### config.mk
export PLATFORM = sky130hd
export DESIGN_NAME = muldiv_unit_flat
export DESIGN_NICKNAME = d
export VERILOG_FILES = /design/src/rtl/muldiv_unit_pkg.sv /design/src/rtl/muldiv_unit_if.sv /design/src/rtl/muldiv_unit_negate.sv /design/src/rtl/muldiv_unit.sv /design/src/flat_wrapper.sv
export SDC_FILE = /design/constraint.sdc
export NUM_CORES = 1
export LEC_CHECK = 0
export CAP_MARGIN = 15
export CORE_UTILIZATION = 30
export DETAILED_ROUTE_END_ITERATION = 8
export GPL_TIMING_DRIVEN = 0
export PLACE_DENSITY = 0.52
export SETUP_SLACK_MARGIN = 0.5
export SYNTH_ARGS = -nofsm -noshare
export SYNTH_HDL_FRONTEND = slang
export SYNTH_SLANG_ARGS = --single-unit
### constraint.sdc
create_clock -name clk -period 7.1 [get_ports clk]
set_input_delay 2.13 -clock clk [delete_from_list [all_inputs] [get_ports clk]]
set_output_delay 2.13 -clock clk [all_outputs]
set_load 0.05 [all_outputs]
### src/rtl/muldiv_unit_pkg.sv
// Shared RV32M definitions for the iterative multiply/divide unit.
// Holds the funct3 codes, the OP/M-extension encodings and the controller state type.
package muldiv_unit_pkg;

    localparam logic [6:0] OPC_OP   = 7'b0110011;
    localparam logic [6:0] FUNCT7_M = 7'b0000001;

    localparam logic [2:0] F3_MUL    = 3'b000;
    localparam logic [2:0] F3_MULH   = 3'b001;
    localparam logic [2:0] F3_MULHSU = 3'b010;
    localparam logic [2:0] F3_MULHU  = 3'b011;
    localparam logic [2:0] F3_DIV    = 3'b100;
    localparam logic [2:0] F3_DIVU   = 3'b101;
    localparam logic [2:0] F3_REM    = 3'b110;
    localparam logic [2:0] F3_REMU   = 3'b111;

    typedef enum logic [1:0] {
        ST_IDLE = 2'b00,
        ST_CALC = 2'b01,
        ST_FIN  = 2'b10
    } state_t;

    function automatic logic f3_is_div(input logic [2:0] f3);
        return f3[2];
    endfunction

    // rs1 is signed for every op except MULHU, DIVU and REMU
    function automatic logic f3_a_signed(input logic [2:0] f3);
        logic s;
        case (f3)
            F3_MUL, F3_MULH, F3_MULHSU, F3_DIV, F3_REM: s = 1'b1;
            default:                                    s = 1'b0;
        endcase
        return s;
    endfunction

    function automatic logic f3_b_signed(input logic [2:0] f3);
        logic s;
        case (f3)
            F3_MUL, F3_MULH, F3_DIV, F3_REM: s = 1'b1;
            default:                         s = 1'b0;
        endcase
        return s;
    endfunction

endpackage

### src/rtl/muldiv_unit_if.sv
// EX-stage handshake between the pipeline (master) and the multiply/divide unit (slave).
interface muldiv_unit_if #(parameter int XLEN = 32) ();
    logic            valid;
    logic [2:0]      funct3;
    logic [XLEN-1:0] rs1;
    logic [XLEN-1:0] rs2;
    logic            flush;
    logic            busy;
    logic            done;
    logic [XLEN-1:0] result;

    modport master (
        output valid, funct3, rs1, rs2, flush,
        input  busy, done, result
    );

    modport slave (
        input  valid, funct3, rs1, rs2, flush,
        output busy, done, result
    );
endinterface

### src/rtl/muldiv_unit_negate.sv
// Parameterised two's-complement conditional negator, used for operand
// magnitudes and for the final sign correction.
module muldiv_negate #(
    parameter int W = 32
) (
    input  logic [W-1:0] i_val,
    input  logic         i_neg,
    output logic [W-1:0] o_val
);

    // Negate when requested, otherwise pass through
    always_comb begin
        o_val = i_val;
        if (i_neg) begin
            o_val = ~i_val + {{(W-1){1'b0}}, 1'b1};
        end else begin
            o_val = i_val;
        end
    end

endmodule

### src/rtl/muldiv_unit.sv
// Iterative RV32M multiply/divide engine: shift-add multiply and restoring divide,
// one bit per cycle, with a registered result, one-cycle done pulse and busy stall.
module muldiv_unit
    import muldiv_unit_pkg::*;
#(
    parameter int XLEN = 32
) (
    input  logic          clk,
    input  logic          rst,
    muldiv_unit_if.slave  bus
);

    localparam int CNT_W = $clog2(XLEN);

    state_t              r_state;
    logic [CNT_W-1:0]    r_cnt;
    logic [2:0]          r_op;
    logic                r_neg_q;
    logic                r_neg_r;
    logic                r_special;
    logic [XLEN-1:0]     r_b;
    logic [XLEN-1:0]     r_spec_res;
    logic [2*XLEN-1:0]   r_acc;
    logic [XLEN-1:0]     r_result;
    logic                r_busy;
    logic                r_done;

    logic                w_a_neg;
    logic                w_b_neg;
    logic [XLEN-1:0]     w_abs_a;
    logic [XLEN-1:0]     w_abs_b;
    logic                w_special;
    logic [XLEN-1:0]     w_spec_res;
    logic [XLEN:0]       w_mul_sum;
    logic [2*XLEN-1:0]   w_mul_next;
    logic [XLEN:0]       w_div_shift;
    logic [XLEN:0]       w_div_diff;
    logic [2*XLEN-1:0]   w_div_next;
    logic [2*XLEN-1:0]   w_prod;
    logic [XLEN-1:0]     w_quot;
    logic [XLEN-1:0]     w_rem;
    logic [XLEN-1:0]     w_fin_res;

    assign bus.busy   = r_busy;
    assign bus.done   = r_done;
    assign bus.result = r_result;

    assign w_a_neg = f3_a_signed(bus.funct3) & bus.rs1[XLEN-1];
    assign w_b_neg = f3_b_signed(bus.funct3) & bus.rs2[XLEN-1];

    muldiv_negate #(.W(XLEN)) u_abs_a (.i_val(bus.rs1), .i_neg(w_a_neg), .o_val(w_abs_a));
    muldiv_negate #(.W(XLEN)) u_abs_b (.i_val(bus.rs2), .i_neg(w_b_neg), .o_val(w_abs_b));

    // Divide-by-zero and signed overflow bypass the loop with a fixed answer
    always_comb begin
        w_special  = 1'b0;
        w_spec_res = '0;
        if (f3_is_div(bus.funct3) && (bus.rs2 == '0)) begin
            w_special  = 1'b1;
            w_spec_res = ((bus.funct3 == F3_DIV) || (bus.funct3 == F3_DIVU)) ? '1 : bus.rs1;
        end else if (((bus.funct3 == F3_DIV) || (bus.funct3 == F3_REM)) &&
                     (bus.rs1 == {1'b1, {(XLEN-1){1'b0}}}) && (bus.rs2 == '1)) begin
            w_special  = 1'b1;
            w_spec_res = (bus.funct3 == F3_DIV) ? {1'b1, {(XLEN-1){1'b0}}} : '0;
        end else begin
            w_special  = 1'b0;
            w_spec_res = '0;
        end
    end

    // Multiply: acc = {partial_hi, multiplier}; add multiplicand on LSB then shift right
    assign w_mul_sum  = {1'b0, r_acc[2*XLEN-1:XLEN]} + (r_acc[0] ? {1'b0, r_b} : {(XLEN+1){1'b0}});
    assign w_mul_next = {w_mul_sum, r_acc[XLEN-1:1]};

    // Divide: acc = {remainder, dividend/quotient}; keep the subtraction only if it does not borrow
    assign w_div_shift = {r_acc[2*XLEN-1:XLEN], r_acc[XLEN-1]};
    assign w_div_diff  = w_div_shift - {1'b0, r_b};
    assign w_div_next  = w_div_diff[XLEN]
                       ? {w_div_shift[XLEN-1:0], r_acc[XLEN-2:0], 1'b0}
                       : {w_div_diff[XLEN-1:0],  r_acc[XLEN-2:0], 1'b1};

    muldiv_negate #(.W(2*XLEN)) u_neg_prod (.i_val(r_acc), .i_neg(r_neg_q), .o_val(w_prod));
    muldiv_negate #(.W(XLEN))   u_neg_quot (.i_val(r_acc[XLEN-1:0]), .i_neg(r_neg_q), .o_val(w_quot));
    muldiv_negate #(.W(XLEN))   u_neg_rem  (.i_val(r_acc[2*XLEN-1:XLEN]), .i_neg(r_neg_r), .o_val(w_rem));

    // Select the sign-corrected half that the latched op returns
    always_comb begin
        w_fin_res = '0;
        case (r_op)
            F3_MUL:                       w_fin_res = w_prod[XLEN-1:0];
            F3_MULH, F3_MULHSU, F3_MULHU: w_fin_res = w_prod[2*XLEN-1:XLEN];
            F3_DIV, F3_DIVU:              w_fin_res = w_quot;
            F3_REM, F3_REMU:              w_fin_res = w_rem;
            default:                      w_fin_res = '0;
        endcase
    end

    // Controller FSM with iteration datapath and registered outputs
    always_ff @(posedge clk) begin
        if (rst) begin
            r_state    <= ST_IDLE;
            r_cnt      <= '0;
            r_op       <= 3'b000;
            r_neg_q    <= 1'b0;
            r_neg_r    <= 1'b0;
            r_special  <= 1'b0;
            r_b        <= '0;
            r_spec_res <= '0;
            r_acc      <= '0;
            r_result   <= '0;
            r_busy     <= 1'b0;
            r_done     <= 1'b0;
        end else begin
            r_done <= 1'b0;
            case (r_state)
                ST_IDLE: begin
                    if (bus.valid && !bus.flush) begin
                        r_op       <= bus.funct3;
                        r_cnt      <= '0;
                        r_busy     <= 1'b1;
                        r_special  <= w_special;
                        r_spec_res <= w_spec_res;
                        r_neg_q    <= w_a_neg ^ w_b_neg;
                        r_neg_r    <= w_a_neg;
                        r_b        <= f3_is_div(bus.funct3) ? w_abs_b : w_abs_a;
                        r_acc      <= {{XLEN{1'b0}}, (f3_is_div(bus.funct3) ? w_abs_a : w_abs_b)};
                        r_state    <= w_special ? ST_FIN : ST_CALC;
                    end else begin
                        r_busy  <= 1'b0;
                        r_state <= ST_IDLE;
                    end
                end
                ST_CALC: begin
                    if (bus.flush) begin
                        r_busy  <= 1'b0;
                        r_state <= ST_IDLE;
                    end else begin
                        r_acc <= f3_is_div(r_op) ? w_div_next : w_mul_next;
                        r_cnt <= r_cnt + {{(CNT_W-1){1'b0}}, 1'b1};
                        if (r_cnt == CNT_W'(XLEN-1)) begin
                            r_state <= ST_FIN;
                        end else begin
                            r_state <= ST_CALC;
                        end
                    end
                end
                ST_FIN: begin
                    r_busy  <= 1'b0;
                    r_state <= ST_IDLE;
                    if (!bus.flush) begin
                        r_result <= r_special ? r_spec_res : w_fin_res;
                        r_done   <= 1'b1;
                    end else begin
                        r_done   <= 1'b0;
                    end
                end
                default: begin
                    r_busy  <= 1'b0;
                    r_state <= ST_IDLE;
                end
            endcase
        end
    end

endmodule

### src/flat_wrapper.sv
// flat-port wrapper written by rule: the top's interface ports become plain ports
module muldiv_unit_flat import muldiv_unit_pkg::*;
#(
    parameter int XLEN = 32
)
  (clk, rst, bus_valid, bus_funct3, bus_rs1, bus_rs2, bus_flush, bus_busy, bus_done, bus_result);
  muldiv_unit_if #(.XLEN(XLEN)) bus_i ();
  input  logic clk;
  input  logic rst;
  input wire logic [$bits(bus_i.valid)-1:0] bus_valid;
  input wire logic [$bits(bus_i.funct3)-1:0] bus_funct3;
  input wire logic [$bits(bus_i.rs1)-1:0] bus_rs1;
  input wire logic [$bits(bus_i.rs2)-1:0] bus_rs2;
  input wire logic [$bits(bus_i.flush)-1:0] bus_flush;
  output wire logic [$bits(bus_i.busy)-1:0] bus_busy;
  output wire logic [$bits(bus_i.done)-1:0] bus_done;
  output wire logic [$bits(bus_i.result)-1:0] bus_result;
  assign bus_i.valid = bus_valid;
  assign bus_i.funct3 = bus_funct3;
  assign bus_i.rs1 = bus_rs1;
  assign bus_i.rs2 = bus_rs2;
  assign bus_i.flush = bus_flush;
  assign bus_busy = bus_i.busy;
  assign bus_done = bus_i.done;
  assign bus_result = bus_i.result;
  muldiv_unit #(.XLEN(XLEN)) u_core (.clk(clk), .rst(rst), .bus(bus_i));
endmodule
==> flow_results.xml, run 1 <==
<?xml version="1.0" encoding="UTF-8"?>
<metrics>
  <group name="run_status">
    <metric name="run_status" unit="">finished clean</metric>
  </group>
  <group name="logic_synthesis">
    <metric name="synthesized_cell_area" unit="mm^2">0.0157</metric>
    <metric name="synth_area_leaders" unit="">dfxtp_1, o21ai_0, nand2_1, a21oi_1, nor2_1</metric>
    <metric name="ys_seq_area_share" unit="%">22.3</metric>
    <metric name="syn-num-nets" unit="">2378</metric>
    <metric name="number_of_enable_type_register_cells_in_the_synthesized_netlist" unit="">0</metric>
    <metric name="netlist.area_leader.share" unit="%">22.3</metric>
    <metric name="postSynthCellCount" unit="">2234</metric>
    <metric name="ys_ff_latch" unit="">175</metric>
    <metric name="synth_ff_type" unit="">dfxtp_1</metric>
    <metric name="yosysUniqueCellTypes" unit="">79</metric>
    <metric name="average_footprint_of_a_synthesized_cell" unit="um^2">7.04</metric>
    <metric name="synthArstFlopShare" unit="%">0</metric>
    <metric name="synth_area_leader_cell" unit="">dfxtp_1</metric>
    <metric name="synth-warning-count" unit="">0</metric>
  </group>
  <group name="floorplan">
    <metric name="die_outline_area" unit="mm^2">0.0533</metric>
    <metric name="chipHeight" unit="um">231</metric>
    <metric name="die_width" unit="um">231</metric>
    <metric name="initial_utilization" unit="%">30.5</metric>
    <metric name="boundaryPins" unit="">105</metric>
    <metric name="design.core.area" unit="mm^2">0.0515</metric>
    <metric name="placementRows" unit="">83</metric>
  </group>
  <group name="route">
    <metric name="drt_first_pass_iters" unit="">6</metric>
    <metric name="dr_total_vias" unit="">18100</metric>
    <metric name="wire_per_inst" unit="um">25.5</metric>
    <metric name="route.final.wire_length" unit="mm">77.9</metric>
    <metric name="drt_iter0_markers" unit="">1924</metric>
    <metric name="drc_violation_count_after_routing" unit="">0</metric>
    <metric name="number_of_nets_with_antenna_violations_after_detailed_routing" unit="">0</metric>
    <metric name="avgViaCountPerCell" unit="">5.94</metric>
  </group>
  <group name="hold_path">
    <metric name="hold_crit_path_type" unit="">reg -&gt; reg</metric>
    <metric name="whs_endpoint" unit="">u_core.r_b[2]</metric>
    <metric name="hold_path_depth" unit="">2</metric>
    <metric name="hold_start" unit="">u_core.r_b[2]</metric>
  </group>
  <group name="cells_and_area">
    <metric name="antenna_cells_inserted" unit="">0</metric>
    <metric name="layout-area-overhead-vs-synth" unit="%">15.6</metric>
    <metric name="layout.cells.most_common_list" unit="">nand2_1, nor2_1, o21ai_0</metric>
    <metric name="num-fill-cells" unit="">5665</metric>
    <metric name="design.final.nets" unit="">2500</metric>
    <metric name="finish.utilization" unit="%">35.3</metric>
    <metric name="share_of_cells_above_drive_strength_1" unit="%">3.29</metric>
    <metric name="layout.area.seq" unit="mm^2">0.00350</metric>
    <metric name="layout.cells.most_common" unit="">nand2_1</metric>
    <metric name="area_occupied_by_multi_input_gates" unit="mm^2">0.0113</metric>
    <metric name="final_design_area_no_fill" unit="mm^2">0.0182</metric>
  </group>
  <group name="clock_network">
    <metric name="clk_root_buffer_cell" unit="">clkbuf_16</metric>
    <metric name="post-cts-setup-buffers" unit="">0</metric>
    <metric name="worstSkewPairLatency" unit="ns">0.49</metric>
    <metric name="cts_resized" unit="">0</metric>
    <metric name="numCtsBuffers" unit="">17</metric>
    <metric name="clkSlewWorstSetupHoldPaths" unit="ns">0.08</metric>
    <metric name="cts-hold-fix-buffers" unit="">0</metric>
    <metric name="tritoncts_num_sinks" unit="">175</metric>
    <metric name="clock_path_buffers" unit="">2</metric>
    <metric name="cts_tree" unit="">built</metric>
    <metric name="htree_levels" unit="">4</metric>
  </group>
  <group name="setup_path">
    <metric name="reg2regPathDepth" unit="">13</metric>
    <metric name="cp_max_fo" unit="">8</metric>
    <metric name="startpoint_of_the_lowest_slack_register_to_register_path" unit="">u_core.r_acc[0]</metric>
    <metric name="timing.critical_path.from_type" unit="">input pin</metric>
    <metric name="criticalPathCategory" unit="">in -&gt; reg</metric>
    <metric name="r2r_setup_slack" unit="ns">2.41</metric>
    <metric name="cp.arrival" unit="ns">6.07</metric>
    <metric name="critical_path_required" unit="ns">7.53</metric>
    <metric name="critPathCaptureType" unit="">flip-flop</metric>
    <metric name="timing.rr.end" unit="">u_core.bus.result[24]</metric>
  </group>
  <group name="place">
    <metric name="postPlaceCellArea" unit="mm^2">0.0176</metric>
    <metric name="place_congestion" unit="">1.03</metric>
    <metric name="placement.io_buffers" unit="">103</metric>
    <metric name="detailed_place_hpwl" unit="mm">63.1</metric>
    <metric name="dpl_worst_slack" unit="ns">1.07</metric>
  </group>
  <group name="power">
    <metric name="power.density_cell_area" unit="mW/mm^2">165</metric>
    <metric name="static-leakage-power" unit="nW">6.57</metric>
    <metric name="peakVddDrop" unit="uV">144</metric>
  </group>
  <group name="timing">
    <metric name="unrepaired_setup_endpoints_after_global_routing" unit="">false</metric>
    <metric name="achievable-frequency" unit="MHz">177</metric>
    <metric name="drv_slew" unit="">0</metric>
    <metric name="finClkSkew" unit="ns">0.0188</metric>
    <metric name="slew_headroom" unit="%">18.4</metric>
    <metric name="report.final.hold_viol_count" unit="">0</metric>
    <metric name="final_min_period_over_clock_period" unit="%">79.4</metric>
    <metric name="setup_violations" unit="">0</metric>
    <metric name="worstMarginPinSlew" unit="ns">1.22</metric>
    <metric name="finalSetupTns" unit="ns">0</metric>
    <metric name="fin_crit" unit="ns">5.64</metric>
    <metric name="layout_setup_ws" unit="ns">1.46</metric>
  </group>
  <group name="global_route">
    <metric name="grt_pass1_vias" unit="">16800</metric>
    <metric name="overflow" unit="">0</metric>
    <metric name="grt_max_degree" unit="">19</metric>
    <metric name="grt_use_total" unit="%">28.8</metric>
    <metric name="grt_pass1_wl" unit="mm">113</metric>
    <metric name="antenna_found_initial" unit="">2</metric>
  </group>
  <group name="job">
    <metric name="maxCapViolCount" unit="">0</metric>
  </group>
</metrics>
report_power, final:
group          internal, mW  switching, mW
Sequential             1.01         0.0439
Combinational         0.321          0.649
Clock                 0.466          0.499
logic make-up (layout without fill, tap and decap cells):
kind of cell | Yosys count | after routing | share of synthesized area, %
AND/OR/NAND/NOR | 806 | 806 | 23.6
multiplexers | 59 | 59 | 3.79
AO/OA/AOI/OAI | 703 | 703 | 28.3
XOR/XNOR | 187 | 187 | 10.4
flip-flops | 175 | 175 | 22.3
buffers and inverters | 231 | 366 | 5.64
adder cells (fa/ha/maj) | 73 | 73 | 5.90
Yosys cell counts, types with 5 or more instances:
cell type	instances
nand3b_1	6
inv_1	67
a31oi_1	20
nand3_1	42
o31ai_1	29
a22oi_1	21
o22ai_1	15
or4_1	15
a311oi_1	15
xor2_1	97
a21oi_1	180
o221a_2	9
a21o_1	27
ha_1	71
nor4_1	19
o41ai_1	12
nand2_1	272
and3_1	10
clkbuf_1	144
buf_1	10
o21a_1	10
o221ai_1	15
nand4_1	30
a2111oi_0	6
o21ai_0	207
dfxtp_1	175
o2bb2ai_1	5
o211ai_1	36
or3_1	31
mux2i_1	55
buf_2	6
o311ai_0	6
xnor2_1	90
a221oi_1	9
and2_1	14
a211oi_1	40
nor3b_1	7
nor2_1	237
nor3_1	64
or2_2	12
nand2b_1	20
nor2b_1	14
layer usage:
metal | wire, um | vias up | GRT usage, %
met5 | 9 | - | 0
met4 | 2520 | 2 | 8.59
met3 | 6410 | 140 | 6.08
met2 | 33900 | 852 | 44.8
met1 | 35000 | 8759 | 39.4
li1 | - | 8347 | -
final cells by class:
class | count | area share (%)
Inverter | 68 | 1.40
Multi-Input combinational cell | 1828 | 62.4
Clock inverter | 15 | 0.805
Sequential cell | 175 | 19.3
Buffer | 163 | 3.48
Timing Repair Buffer | 103 | 5.67
Tap cell | 680 | 4.68
Clock buffer | 17 | 2.34
through the flow:
step / std cells / total power [mW] / hold slack, ns
final: 3049 / 2.99 / 0.456
after global routing: 3049 / 3.10 / 0.479
after CTS: 3049 / 2.97 / 0.455
after detailed placement: 3017 / 2.01 / 0.447
after global placement: 3017 / 2.01 / 0.443
after floorplan: 2234 / 1.65 / 0.416
how the worst max path moves through the flow:
| stage | startpoint | end | slack [ns] | cells past startpoint |
|---|---|---|---|---|
| floorplan | bus_rs2[12] | u_core.r_b[24] | 2.42 | 9 |
| global placement | bus_rs2[12] | u_core.r_b[24] | 1.02 | 10 |
| detailed placement | bus_rs2[12] | u_core.r_b[24] | 1.07 | 10 |
| CTS | bus_rs2[12] | u_core.r_b[24] | 1.58 | 10 |
| global route | bus_rs2[6] | u_core.r_b[24] | 1.40 | 11 |
| finish | bus_rs2[12] | u_core.r_b[24] | 1.46 | 10 |
critical path, cell delays in order:
cell and delay, ns:
clkdlybuf4s50_1 0.53, or4_1 0.63, or4_1 0.56, or3_1 0.34, clkbuf_1 0.19, o31ai_1 0.28, xnor2_1 0.20, nor2_1 0.08
a2111oi_0 0.92, a31o_2 0.20
state kept, by name, summed over array words and instances (netlist names):
name	flops
u_core.r_b	32
u_core.r_op	3
u_core.r_special	1
u_core.r_state	2
u_core.bus.result	32
u_core.r_acc	64
u_core.bus.busy	1
u_core.r_neg_q	1
u_core.bus.done	1
u_core.r_neg_r	1
u_core.r_spec_res	32
u_core.r_cnt	5
No activity file was read; power rests on OpenSTA's default activity.
==> run 2, diff against run 1 <==
- clock period: 7.1 -> 5.5 ns (I/O delays scaled with it)
==> flow_results.xml, run 2 (synthesis gave the netlist of run 1 again) <==
<?xml version="1.0" encoding="UTF-8"?>
<metrics>
  <group name="run_status">
    <metric name="run_status" unit="">finished clean</metric>
  </group>
  <group name="place">
    <metric name="placement.io_buffers" unit="">103</metric>
    <metric name="dpl_worst_slack" unit="ns">-0.0496</metric>
    <metric name="place_congestion" unit="">1.03</metric>
    <metric name="place.detailed.instances" unit="">3017</metric>
    <metric name="detailed_place_hpwl" unit="mm">63.1</metric>
  </group>
  <group name="setup_path">
    <metric name="timing.critical_path.slowest_stage_cell" unit="">or4_1</metric>
    <metric name="startpoint_of_the_lowest_slack_register_to_register_path" unit="">u_core.r_acc[0]</metric>
    <metric name="cp_cell_sequence" unit="">clkdlybuf4s50_1 &gt; or4_1 &gt; or4_1 &gt; or3_1 &gt; clkbuf_1 &gt; o31ai_1 &gt; xnor2_1 &gt; nor2_1 &gt; a2111oi_2 &gt; a31o_2</metric>
    <metric name="critPathCaptureType" unit="">flip-flop</metric>
    <metric name="worst-path-buf-inv" unit="">2</metric>
    <metric name="peak_per_stage_delay_on_the_critical_path" unit="ns">0.63</metric>
    <metric name="timing.critical_path.from_type" unit="">input pin</metric>
    <metric name="critPathCapture" unit="">u_core.r_b[24]</metric>
    <metric name="timing.rr.end" unit="">u_core.r_acc[62]</metric>
    <metric name="cp_max_fo" unit="">8</metric>
    <metric name="crit_top_cell" unit="">or4_1</metric>
    <metric name="timing.critical_path.depth" unit="">10</metric>
    <metric name="criticalPathCategory" unit="">in -&gt; reg</metric>
    <metric name="r2r_setup_slack" unit="ns">0.80</metric>
    <metric name="reg2regPathDepth" unit="">14</metric>
    <metric name="startpoint" unit="">bus_rs2[12]</metric>
    <metric name="critical_path_required" unit="ns">5.93</metric>
    <metric name="crit_family" unit="">simple AND/OR/NAND/NOR gates</metric>
    <metric name="cp.arrival" unit="ns">5.19</metric>
  </group>
  <group name="floorplan">
    <metric name="placementRows" unit="">83</metric>
    <metric name="initial_utilization" unit="%">30.5</metric>
    <metric name="boundaryPins" unit="">105</metric>
    <metric name="die_outline_area" unit="mm^2">0.0533</metric>
    <metric name="chipHeight" unit="um">231</metric>
    <metric name="design.core.area" unit="mm^2">0.0515</metric>
    <metric name="die_width" unit="um">231</metric>
  </group>
  <group name="route">
    <metric name="avgViaCountPerCell" unit="">5.93</metric>
    <metric name="drt_first_pass_iters" unit="">6</metric>
    <metric name="dr_total_vias" unit="">18100</metric>
    <metric name="drt_iter0_markers" unit="">1862</metric>
    <metric name="number_of_nets_with_antenna_violations_after_detailed_routing" unit="">0</metric>
    <metric name="route.final.wire_length" unit="mm">77.9</metric>
    <metric name="drc_violation_count_after_routing" unit="">0</metric>
    <metric name="wire_per_inst" unit="um">25.5</metric>
  </group>
  <group name="cells_and_area">
    <metric name="finish.utilization" unit="%">35.3</metric>
    <metric name="design.final.nets" unit="">2500</metric>
    <metric name="largest-register" unit="">u_core.r_acc</metric>
    <metric name="area_occupied_by_multi_input_gates" unit="mm^2">0.0113</metric>
    <metric name="share_of_cells_above_drive_strength_1" unit="%">3.33</metric>
    <metric name="layout-area-overhead-vs-synth" unit="%">15.7</metric>
    <metric name="finalNonFillerCells" unit="">3050</metric>
    <metric name="layout.area.seq" unit="mm^2">0.00350</metric>
    <metric name="layout.cells.most_common_list" unit="">nand2_1, nor2_1, o21ai_0</metric>
    <metric name="num-fill-cells" unit="">5663</metric>
    <metric name="largest_reg_flops" unit="">64</metric>
    <metric name="layout.cells.most_common" unit="">nand2_1</metric>
  </group>
  <group name="global_route">
    <metric name="grt_max_degree" unit="">19</metric>
    <metric name="grt_pass1_vias" unit="">16800</metric>
    <metric name="grt_pass1_wl" unit="mm">113</metric>
    <metric name="grt_use_total" unit="%">28.8</metric>
    <metric name="overflow" unit="">0</metric>
    <metric name="antenna_found_initial" unit="">2</metric>
  </group>
  <group name="timing">
    <metric name="report.final.hold_viol_count" unit="">0</metric>
    <metric name="final_min_period_over_clock_period" unit="%">86.4</metric>
    <metric name="finClkSkew" unit="ns">0.0195</metric>
    <metric name="worstMarginPinSlew" unit="ns">1.24</metric>
    <metric name="layout_setup_ws" unit="ns">0.746</metric>
    <metric name="drv_slew" unit="">0</metric>
    <metric name="setup_violations" unit="">0</metric>
    <metric name="achievable-frequency" unit="MHz">210</metric>
    <metric name="fin_crit" unit="ns">4.75</metric>
    <metric name="unrepaired_setup_endpoints_after_global_routing" unit="">false</metric>
    <metric name="slew_headroom" unit="%">17.0</metric>
  </group>
  <group name="hold_path">
    <metric name="hold_crit_path_type" unit="">reg -&gt; reg</metric>
    <metric name="hold_path_depth" unit="">2</metric>
  </group>
  <group name="clock_network">
    <metric name="tritoncts_num_sinks" unit="">175</metric>
    <metric name="clk_root_buffer_cell" unit="">clkbuf_16</metric>
    <metric name="worstSkewPairLatency" unit="ns">0.49</metric>
    <metric name="numCtsBuffers" unit="">17</metric>
    <metric name="htree_levels" unit="">4</metric>
    <metric name="clkSlewWorstSetupHoldPaths" unit="ns">0.07</metric>
    <metric name="cts_tree" unit="">built</metric>
    <metric name="clock_path_buffers" unit="">2</metric>
  </group>
  <group name="power">
    <metric name="power.density_cell_area" unit="mW/mm^2">212</metric>
    <metric name="static-leakage-power" unit="nW">6.57</metric>
    <metric name="peakVddDrop" unit="uV">187</metric>
  </group>
  <group name="job">
    <metric name="maxCapViolCount" unit="">0</metric>
  </group>
</metrics>
## run 2: changes by cell type in the layout (fill, tap and decap cells not counted), sizes merged
cell / delta
diode: +1
## run 2: where the power goes
| group | total [mW] | switching, mW | leakage [nW] | internal [mW] |
|---|---|---|---|---|
| clock | 1.25 | 0.647 | 0.274 | 0.602 |
| sequential | 1.37 | 0.0571 | 1.42 | 1.31 |
| combinational | 1.25 | 0.836 | 4.88 | 0.415 |
## run 2: worst min path at each step
stage | startpoint | to | slack (ns)
global route | u_core.r_b[2] | u_core.r_b[2] | 0.48
CTS | u_core.r_b[2] | u_core.r_b[2] | 0.45
finish | u_core.r_b[2] | u_core.r_b[2] | 0.46
global placement | u_core.r_cnt[4] | u_core.r_cnt[4] | 0.44
detailed placement | u_core.r_b[2] | u_core.r_b[2] | 0.45
floorplan | u_core.r_spec_res[26] | u_core.r_spec_res[26] | 0.42
## run 2: final cells by class
type	count	share of cell area [%]
Multi-Input combinational cell	1828	62.4
Timing Repair Buffer	103	5.67
Clock buffer	17	2.34
Antenna cell	1	0.0138
Tap cell	680	4.68
Buffer	163	3.47
Sequential cell	175	19.3
Inverter	68	1.40
Clock inverter	15	0.805
## run 2: repair_timing
item,CTS,global route
pin swaps,0,0
resized for setup,1,1
hold buffers,0,0
buffers inserted,0,0
setup endpoints to repair,1,1
## run 2: through the flow
stage / area [um^2] / power (mW) / TNS, ns / hold slack (ns)
6_report: 18200 / 3.86 / 0 / 0.456
5_1_grt: 18200 / 4.01 / 0 / 0.479
4_1_cts: 18200 / 3.83 / 0 / 0.455
3_5_place_dp: 17600 / 2.60 / -0.0496 / 0.447
3_3_place_gp: 17600 / 2.60 / -0.0981 / 0.443
2_1_floorplan: 15700 / 2.13 / 0 / 0.416
## run 2: tightest hold or removal path, cell delays in order, from the launching register on
cell     delay, ns
dfxtp_1       0.31
nand2_1       0.05
a21oi_1       0.05
## run 2: layer usage
metal  global-route usage (%)  up-vias  part of all wire (%)
met5                        0        -                 0.012
met4                     8.59        2                   3.1
met3                     6.08      125                   8.6
met2                     44.8      870                    44
met1                     39.4     8734                    45
li1                         -     8343                     -
